$ cat src/rtl/vending_pkg.sv
// Shared request modes, error codes and FSM states for the vending core.
// Latency: n/a (declarations only).
// Backpressure: n/a.
package vending_pkg;

    localparam logic [1:0] MODE_QUERY    = 2'd0;
    localparam logic [1:0] MODE_BUY      = 2'd1;
    localparam logic [1:0] MODE_RESTOCK  = 2'd2;
    localparam logic [1:0] MODE_SETPRICE = 2'd3;

    localparam logic [2:0] ERR_NONE      = 3'd0;
    localparam logic [2:0] ERR_BADTYPE   = 3'd1;
    localparam logic [2:0] ERR_ZEROQTY   = 3'd2;
    localparam logic [2:0] ERR_NOSTOCK   = 3'd3;
    localparam logic [2:0] ERR_NOMONEY   = 3'd4;
    localparam logic [2:0] ERR_OVERSTOCK = 3'd5;
    localparam logic [2:0] ERR_BANKFULL  = 3'd6;
    localparam logic [2:0] ERR_ZEROPRICE = 3'd7;

    typedef enum logic [1:0] {
        S_IDLE   = 2'd0,
        S_CHECK  = 2'd1,
        S_COMMIT = 2'd2,
        S_RESP   = 2'd3
    } state_t;

endpackage

$ cat src/rtl/vending_slot_bank.sv
// Per-slot stock and price registers with one read port and one commit port.
// Latency: combinational read, write visible the cycle after wr_en.
// Backpressure: none; out-of-range read index returns zeros.
module vending_slot_bank
    import vending_pkg::*;
#(
    parameter int N_TYPES       = 8,
    parameter int TYPE_W        = 3,
    parameter int QTY_W         = 4,
    parameter int MONEY_W       = 7,
    parameter int PRICE_DEFAULT = 5
) (
    input  logic               clk,
    input  logic               reset,
    input  logic [TYPE_W-1:0]  rd_type,
    output logic [QTY_W-1:0]   rd_stock,
    output logic [MONEY_W-1:0] rd_price,
    input  logic               wr_en,
    input  logic [TYPE_W-1:0]  wr_type,
    input  logic [QTY_W-1:0]   wr_stock,
    input  logic [MONEY_W-1:0] wr_price
);

    logic [QTY_W-1:0]   stock_q [N_TYPES];
    logic [MONEY_W-1:0] price_q [N_TYPES];

    always_ff @(posedge clk) begin
        if (reset) begin
            for (int i = 0; i < N_TYPES; i++) begin
                stock_q[i] <= '0;
                price_q[i] <= MONEY_W'(PRICE_DEFAULT);
            end
        end else if (wr_en) begin
            for (int i = 0; i < N_TYPES; i++) begin
                if (TYPE_W'(i) == wr_type) begin
                    stock_q[i] <= wr_stock;
                    price_q[i] <= wr_price;
                end
            end
        end
    end

    always_comb begin
        rd_stock = '0;
        rd_price = '0;
        for (int i = 0; i < N_TYPES; i++) begin
            if (TYPE_W'(i) == rd_type) begin
                rd_stock = stock_q[i];
                rd_price = price_q[i];
            end
        end
    end

endmodule

$ cat src/rtl/vending_core_param.sv
// Multi-slot vending engine: query/buy/restock/set_price against slot bank and cash register.
// Latency: resp_valid 3 cycles after the accepting edge; one request per 4 cycles.
// Backpressure: req_ready low outside IDLE; requests offered while busy are ignored.
module vending_core_param
    import vending_pkg::*;
#(
    parameter int N_TYPES       = 8,
    parameter int TYPE_W        = 3,
    parameter int QTY_W         = 4,
    parameter int MAX_STOCK     = 15,
    parameter int MONEY_W       = 7,
    parameter int BANK_W        = 12,
    parameter int PRICE_DEFAULT = 5
) (
    input  logic               clk,
    input  logic               reset,
    input  logic               req_valid,
    output logic               req_ready,
    input  logic [1:0]         mode,
    input  logic [TYPE_W-1:0]  supply_type,
    input  logic [QTY_W-1:0]   customer_amount,
    input  logic [MONEY_W-1:0] customer_money,
    output logic               resp_valid,
    output logic [2:0]         error,
    output logic [MONEY_W-1:0] change,
    output logic [QTY_W-1:0]   stock_out,
    output logic [BANK_W-1:0]  machineMoney
);

    localparam int COST_W = MONEY_W + QTY_W;
    localparam int SUM_W  = ((BANK_W > COST_W) ? BANK_W : COST_W) + 1;
    localparam logic [SUM_W-1:0] BANK_MAX = {{(SUM_W-BANK_W){1'b0}}, {BANK_W{1'b1}}};

    state_t state_q, state_d;

    logic [1:0]         mode_q;
    logic [TYPE_W-1:0]  type_q;
    logic [QTY_W-1:0]   amt_q;
    logic [MONEY_W-1:0] money_q;

    logic [QTY_W-1:0]   rd_stock;
    logic [MONEY_W-1:0] rd_price;
    logic [COST_W-1:0]  cost;
    logic               type_ok;

    logic [2:0]         err_d, err_q;
    logic [QTY_W-1:0]   new_stock_d, new_stock_q;
    logic [MONEY_W-1:0] new_price_d, new_price_q;
    logic [MONEY_W-1:0] change_d, change_q;
    logic [BANK_W-1:0]  new_bank_d, new_bank_q;
    logic [BANK_W-1:0]  bank_q;

    vending_slot_bank #(
        .N_TYPES      (N_TYPES),
        .TYPE_W       (TYPE_W),
        .QTY_W        (QTY_W),
        .MONEY_W      (MONEY_W),
        .PRICE_DEFAULT(PRICE_DEFAULT)
    ) u_slots (
        .clk     (clk),
        .reset   (reset),
        .rd_type (type_q),
        .rd_stock(rd_stock),
        .rd_price(rd_price),
        .wr_en   ((state_q == S_COMMIT) && (err_q == ERR_NONE)),
        .wr_type (type_q),
        .wr_stock(new_stock_q),
        .wr_price(new_price_q)
    );

    assign req_ready = (state_q == S_IDLE);
    assign type_ok   = (int'(type_q) < N_TYPES);
    assign cost      = COST_W'(rd_price) * COST_W'(amt_q);

    always_comb begin
        state_d = state_q;
        case (state_q)
            S_IDLE:   if (req_valid) state_d = S_CHECK;
            S_CHECK:  state_d = S_COMMIT;
            S_COMMIT: state_d = S_RESP;
            S_RESP:   state_d = S_IDLE;
            default:  state_d = S_IDLE;
        endcase
    end

    // Error priority chain; first match wins.
    always_comb begin
        err_d       = ERR_NONE;
        new_stock_d = rd_stock;
        new_price_d = rd_price;
        new_bank_d  = bank_q;
        change_d    = (mode_q == MODE_BUY) ? money_q : '0;
        if (!type_ok)
            err_d = ERR_BADTYPE;
        else if ((mode_q == MODE_BUY || mode_q == MODE_RESTOCK) && amt_q == '0)
            err_d = ERR_ZEROQTY;
        else if (mode_q == MODE_BUY && amt_q > rd_stock)
            err_d = ERR_NOSTOCK;
        else if (mode_q == MODE_BUY && COST_W'(money_q) < cost)
            err_d = ERR_NOMONEY;
        else if (mode_q == MODE_RESTOCK &&
                 (QTY_W+1)'(rd_stock) + (QTY_W+1)'(amt_q) > (QTY_W+1)'(MAX_STOCK))
            err_d = ERR_OVERSTOCK;
        else if (mode_q == MODE_BUY && SUM_W'(bank_q) + SUM_W'(cost) > BANK_MAX)
            err_d = ERR_BANKFULL;
        else if (mode_q == MODE_SETPRICE && money_q == '0)
            err_d = ERR_ZEROPRICE;

        if (err_d == ERR_NONE) begin
            case (mode_q)
                MODE_BUY: begin
                    new_stock_d = rd_stock - amt_q;
                    new_bank_d  = bank_q + BANK_W'(cost);
                    change_d    = money_q - MONEY_W'(cost);
                end
                MODE_RESTOCK:  new_stock_d = rd_stock + amt_q;
                MODE_SETPRICE: new_price_d = money_q;
                default: ;
            endcase
        end
    end

    always_ff @(posedge clk) begin
        if (reset) begin
            state_q      <= S_IDLE;
            mode_q       <= MODE_QUERY;
            type_q       <= '0;
            amt_q        <= '0;
            money_q      <= '0;
            err_q        <= ERR_NONE;
            new_stock_q  <= '0;
            new_price_q  <= '0;
            change_q     <= '0;
            new_bank_q   <= '0;
            bank_q       <= '0;
            resp_valid   <= 1'b0;
            error        <= ERR_NONE;
            change       <= '0;
            stock_out    <= '0;
            machineMoney <= '0;
        end else begin
            state_q    <= state_d;
            resp_valid <= 1'b0;
            if (state_q == S_IDLE && req_valid) begin
                mode_q  <= mode;
                type_q  <= supply_type;
                amt_q   <= customer_amount;
                money_q <= customer_money;
            end
            if (state_q == S_CHECK) begin
                err_q       <= err_d;
                new_stock_q <= new_stock_d;
                new_price_q <= new_price_d;
                change_q    <= change_d;
                new_bank_q  <= new_bank_d;
            end
            if (state_q == S_COMMIT && err_q == ERR_NONE)
                bank_q <= new_bank_q;
            // Slot bank already holds the committed stock when RESP samples it.
            if (state_q == S_RESP) begin
                resp_valid   <= 1'b1;
                error        <= err_q;
                change       <= change_q;
                stock_out    <= rd_stock;
                machineMoney <= bank_q;
            end
        end
    end

endmodule

$ cat config.mk
export PLATFORM = sky130hd
export DESIGN_NAME = vending_core_param
export DESIGN_NICKNAME = d
export VERILOG_FILES = /design/src/rtl/vending_pkg.sv /design/src/rtl/vending_slot_bank.sv /design/src/rtl/vending_core_param.sv
export SDC_FILE = /design/constraint.sdc
export NUM_CORES = 1
export LEC_CHECK = 0
export ABC_AREA = 1
export BUFFER_PORTS_ARGS = -buffer_cell sky130_fd_sc_hd__clkbuf_2
export CAP_MARGIN = 10
export CORE_MARGIN = 3
export CORE_UTILIZATION = 52
export DETAILED_ROUTE_END_ITERATION = 12
export HOLD_SLACK_MARGIN = 0.15
export PLACE_DENSITY = 0.68
export SYNTH_ARGS = -nofsm -noshare
export SYNTH_HDL_FRONTEND = slang
export SYNTH_HIERARCHICAL = 1
export SYNTH_SLANG_ARGS = --single-unit
$ cat constraint.sdc
create_clock -name clk -period 11 [get_ports clk]
set_input_delay 3.3 -clock clk [delete_from_list [all_inputs] [get_ports clk]]
set_output_delay 3.3 -clock clk [all_outputs]
set_load 0.02 [all_outputs]
==> metrics.sh <==
ANTENNA_CELLS_INSERTED=0
YOSYSTOPAREACELLSHARE_PCT=25.89
TRITONCTS_CLOCK_TREE='built'
ENDPOINT_ARRIVAL_TIME_ON_THE_CRITICAL_PATH_NS=7.19
CRITICAL_PATH.MAX_FANOUT=34
TRITONCTS_NUM_SINKS=178
DRT-WIRELENGTH-PER-CELL_UM=17.15
CLASS_OF_THE_MOST_CRITICAL_SETUP_PATH='reg2reg'
GRT_UTIL_ALL_LAYERS_PCT=25.49
POWER_PER_CELL_AREA_mW_PER_MM2=275.7
POST-CTS-SETUP-BUFFER-COUNT=0
DESIGN.FINAL.NETS=1383
P_LEAK_nW=4.797
VDD_DROP_MAX_V=0.0001588
CTS_MAX_LEVEL=4
SYN_AREA_PER_CELL_UM2=7.870
CLOCK-SKEW-FINAL_NS=0.01260
LARGEST_NET_DEGREE_AT_THE_START_OF_GLOBAL_ROUTING=49
YOSYS_REGISTER_BITS=178
POST_SYNTH_INST_COUNT=1297
DETAIL_ROUTE_ANTENNA_NETS=0
BOUNDARYPINS=47
CRIT_START='type_q[0]'
FINALINSTANCEAREA_MM2=0.01100
FINALWIRELENGTH_UM=26990
FINAL.MIN_CLOCK_PERIOD_NS=6.829
AREA_GROWTH_SYN_TO_LAYOUT_PCT=7.735
DETAILROUTE.VIA_COUNT=8761
PLACE_HPWL_UM=18770
SLEW_HEADROOM_PCT=24.47
FINALCOREUTILIZATION_PCT=57.82
HOLD_BUFFERS=0
CTSROOTBUFFERMASTER='sky130_fd_sc_hd__clkbuf_16'
CRITICAL_PATH_REQUIRED_NS=11.36
SETUP_TOTAL_NEGATIVE_SLACK_NS=0
DESIGN_POWER_TOTAL_mW=3.032
SYNTH.LIB_CELLS_USED.DISTINCT=44
PLACED_AREA_MM2=0.01044
SLEW_VIOL_FINAL=0
STATUS='finished, final reports clean'
POST_SYNTH_FA_HA_MAJ_AREA_FRACTION_PCT=8.752
SYNTH_TOP_CELL_BY_AREA='sky130_fd_sc_hd__edfxtp_1'
REGTOREGSETUPSLACK_NS=4.17
GRT_PASS1_WL_UM=43600
NUMBER_OF_ANTENNA_VIOLATIONS_AT_THE_FIRST_CHECK_IN_GLOBAL_ROUTING=0
PIN_SLEW_WITH_THE_LEAST_HEADROOM_TO_ITS_LIMIT_NS=1.131
SYNTH-XOR-AREA-SHARE_PCT=0.5148
SYNTHESIS.NETS=1379
FP-ROW-COUNT=50
TOTAL_CLOCK_BUFFERS_CREATED_BY_CTS=17
SYNTH-SIMPLE-AREA-SHARE_PCT=26.34
WORST_R2R_STARTPOINT='type_q[0]'
SYNTH-WARNING-COUNT=6
TIMING.REG2REG.WORST_PATH_DEPTH=27
ROUTED_VIA_DENSITY=5.566
TIMING.FMAX_GHz=0.1464
CRIT_PATH_START_KIND='flop'
CTSLONGESTPATHBUFFERS=2
YOSYS-MUX-AREA-FRACTION_PCT=0.1961
NUMBER_OF_MAXIMUM_CAPACITANCE_VIOLATIONS=0
CTS_RESIZED=0
STARTING_DENSITY_OF_THE_CORE_PCT=53.67
DIE_H_UM=146.1
GRT_PASS1_VIAS=8007
FLOORPLAN.DIE_AREA_MM2=0.02135
DETAIL_ROUTE.ITER0.VIOLATIONS=912
SYNTH_TOP_FAMILY_BY_AREA='simple AND/OR/NAND/NOR gates'
SYNTH.CELL_AREA_MM2=0.01021
WORST_HOLD_PATH_TYPE='reg2reg'
TIMING.CRITICAL_PATH.TO_TYPE='flop'
FIRSTDRTPASSITERS=6
FLOORPLAN.CORE_AREA_MM2=0.01902
PORT_BUFFERS=46
CLK-INSERTION-DELAY-LATE_NS=0.44
LAYOUT_COMMON_CELLS='sky130_fd_sc_hd__nand2_1, sky130_fd_sc_hd__inv_1, sky130_fd_sc_hd__nor2_1'
SYNTH.AREA.TOP_CELLS='sky130_fd_sc_hd__edfxtp_1, sky130_fd_sc_hd__dfxtp_1, sky130_fd_sc_hd__nand2_1'
WORST_HOLD_STARTPOINT='new_bank_q[7]'
CRITICAL_R2R_CAPTURE='new_price_q[0]'
SYNTH.YOSYS.SEQ_AREA_SHARE_PCT=43.54
POST-ROUTE-PERIOD-UTIL_PCT=62.08
DRIVE_ABOVE_1_SHARE_PCT=8.828
TIMING.FINAL.SETUP_VIOLATIONS=0
HOLD_VIOL=0
ENDPOINT='new_price_q[0]'
DIE_WIDTH_UM=146.1
GRT_TOTAL_OVFL=0
CLK_PIN_SLEW_WORST_PATHS_NS=0.07
DRC=0
SYNTH_COMPOUND_AREA_SHARE_PCT=10.01
LAYOUT_COMMONEST_CELL='sky130_fd_sc_hd__nand2_1'
PLACE.GP.CONGESTION=0.9094
SETUP_REPAIR_AFTER_GLOBAL_ROUTING_MISSED_ITS_MARGIN='no'
cell families after synthesis:
logic type      count (synthesis)
xor+xnor                        6
flops                         178
buf+inv                       255
compound gates                198
simple gates                  595
mux                             2
fa+ha+maj                      63
cells in the mapped netlist, drive strengths merged:
cell and count:
a21boi 1, a21o 1, a21oi 98, a22o 1, a22oi 1, a31oi 2, and2 1, buf 32
clkbuf 38, clkinv 1, dfxtp 90, edfxtp 88, fa 14, ha 49, inv 184, mux2i 2
nand2 263, nand3 68, nand3b 2, nand4 92, nor2 158, nor3 8, o21a 2, o21ai 87
o21bai 2, o22ai 3, or2 2, or3 1, xnor2 2, xor2 4
final cells by class:
class	count	area, um^2
clock inverter	12	116.4
inverter	185	699.4
timing repair buffer	55	297.8
clock buffer	20	436.7
tap	260	325.3
multi-input combinational	864	4677
fill	1747	8021
sequential	178	4444
layer usage:
metal | vias up | share of wire (%) | routed length [um] | global-route usage (%)
met3 | 28 | 9.8 | 2653 | 4.624
met2 | 379 | 41 | 10950 | 35.89
met4 | 0 | 1.2 | 328 | 5.974
li1 | 4291 | - | - | -
met5 | - | 0 | 0 | 0
met1 | 4063 | 48 | 13060 | 40.52
sequential cells by signal (all words and copies together) (netlist names):
name,cells
error,3
amt_q,4
u_slots/stock_q,32
u_slots/price_q,56
new_stock_q,4
new_price_q,7
mode_q,2
bank_q,12
type_q,3
state_q,2
stock_out,4
machineMoney,12
resp_valid,1
money_q,7
change,7
err_q,3
new_bank_q,12
change_q,7
where the power goes:
part           switching, mW  total (mW)  internal, mW  leakage (nW)
clock                  0.289       0.588         0.300         0.268
combinational           1.03        1.49         0.462          2.93
sequential             0.117       0.953         0.836          1.60
total                   1.43        3.03          1.60          4.80
critical path, cell delays in order, from the launching register on:
cell	delay (ns)
sky130_fd_sc_hd__dfxtp_1	1.07
sky130_fd_sc_hd__inv_4	0.22
sky130_fd_sc_hd__nor3_4	0.60
sky130_fd_sc_hd__nand2_1	0.13
sky130_fd_sc_hd__nand4_1	0.32
sky130_fd_sc_hd__nand2_1	0.13
sky130_fd_sc_hd__fa_1	0.52
sky130_fd_sc_hd__inv_1	0.06
sky130_fd_sc_hd__fa_1	0.56
sky130_fd_sc_hd__inv_1	0.07
sky130_fd_sc_hd__fa_1	0.45
sky130_fd_sc_hd__xnor2_1	0.30
sky130_fd_sc_hd__inv_1	0.08
sky130_fd_sc_hd__ha_1	0.35
sky130_fd_sc_hd__nand2_1	0.09
sky130_fd_sc_hd__nor2_1	0.09
sky130_fd_sc_hd__nand2_1	0.05
sky130_fd_sc_hd__nand3_1	0.10
sky130_fd_sc_hd__nand2_1	0.07
sky130_fd_sc_hd__nand2_1	0.07
sky130_fd_sc_hd__nand2_1	0.05
sky130_fd_sc_hd__nand2_1	0.07
sky130_fd_sc_hd__nand4_2	0.09
sky130_fd_sc_hd__nand2_4	0.33
sky130_fd_sc_hd__nand3_4	0.42
sky130_fd_sc_hd__nand2_1	0.19
sky130_fd_sc_hd__nand3_1	0.09
sky130_fd_sc_hd__a21oi_1	0.15
worst min path at each step:
stage / slack, ns / cells past startpoint / to
global route: 0.49 / 2 / new_bank_q[4]
finish: 0.46 / 2 / new_bank_q[7]
floorplan: 0.44 / 2 / new_bank_q[7]
detailed placement: 0.45 / 2 / new_bank_q[5]
CTS: 0.46 / 2 / new_bank_q[7]
global placement: 0.45 / 2 / new_bank_q[5]
metrics by stage:
step	hold WS [ns]	instances	setup WS [ns]
5_1_grt	0.4862	1574	3.589
3_3_place_gp	0.4500	1542	4.445
4_1_cts	0.4644	1574	4.240
3_5_place_dp	0.4535	1542	4.333
6_report	0.4627	1574	4.171
2_1_floorplan	0.4361	1297	6.146
(Power assumes the default switching activity.)
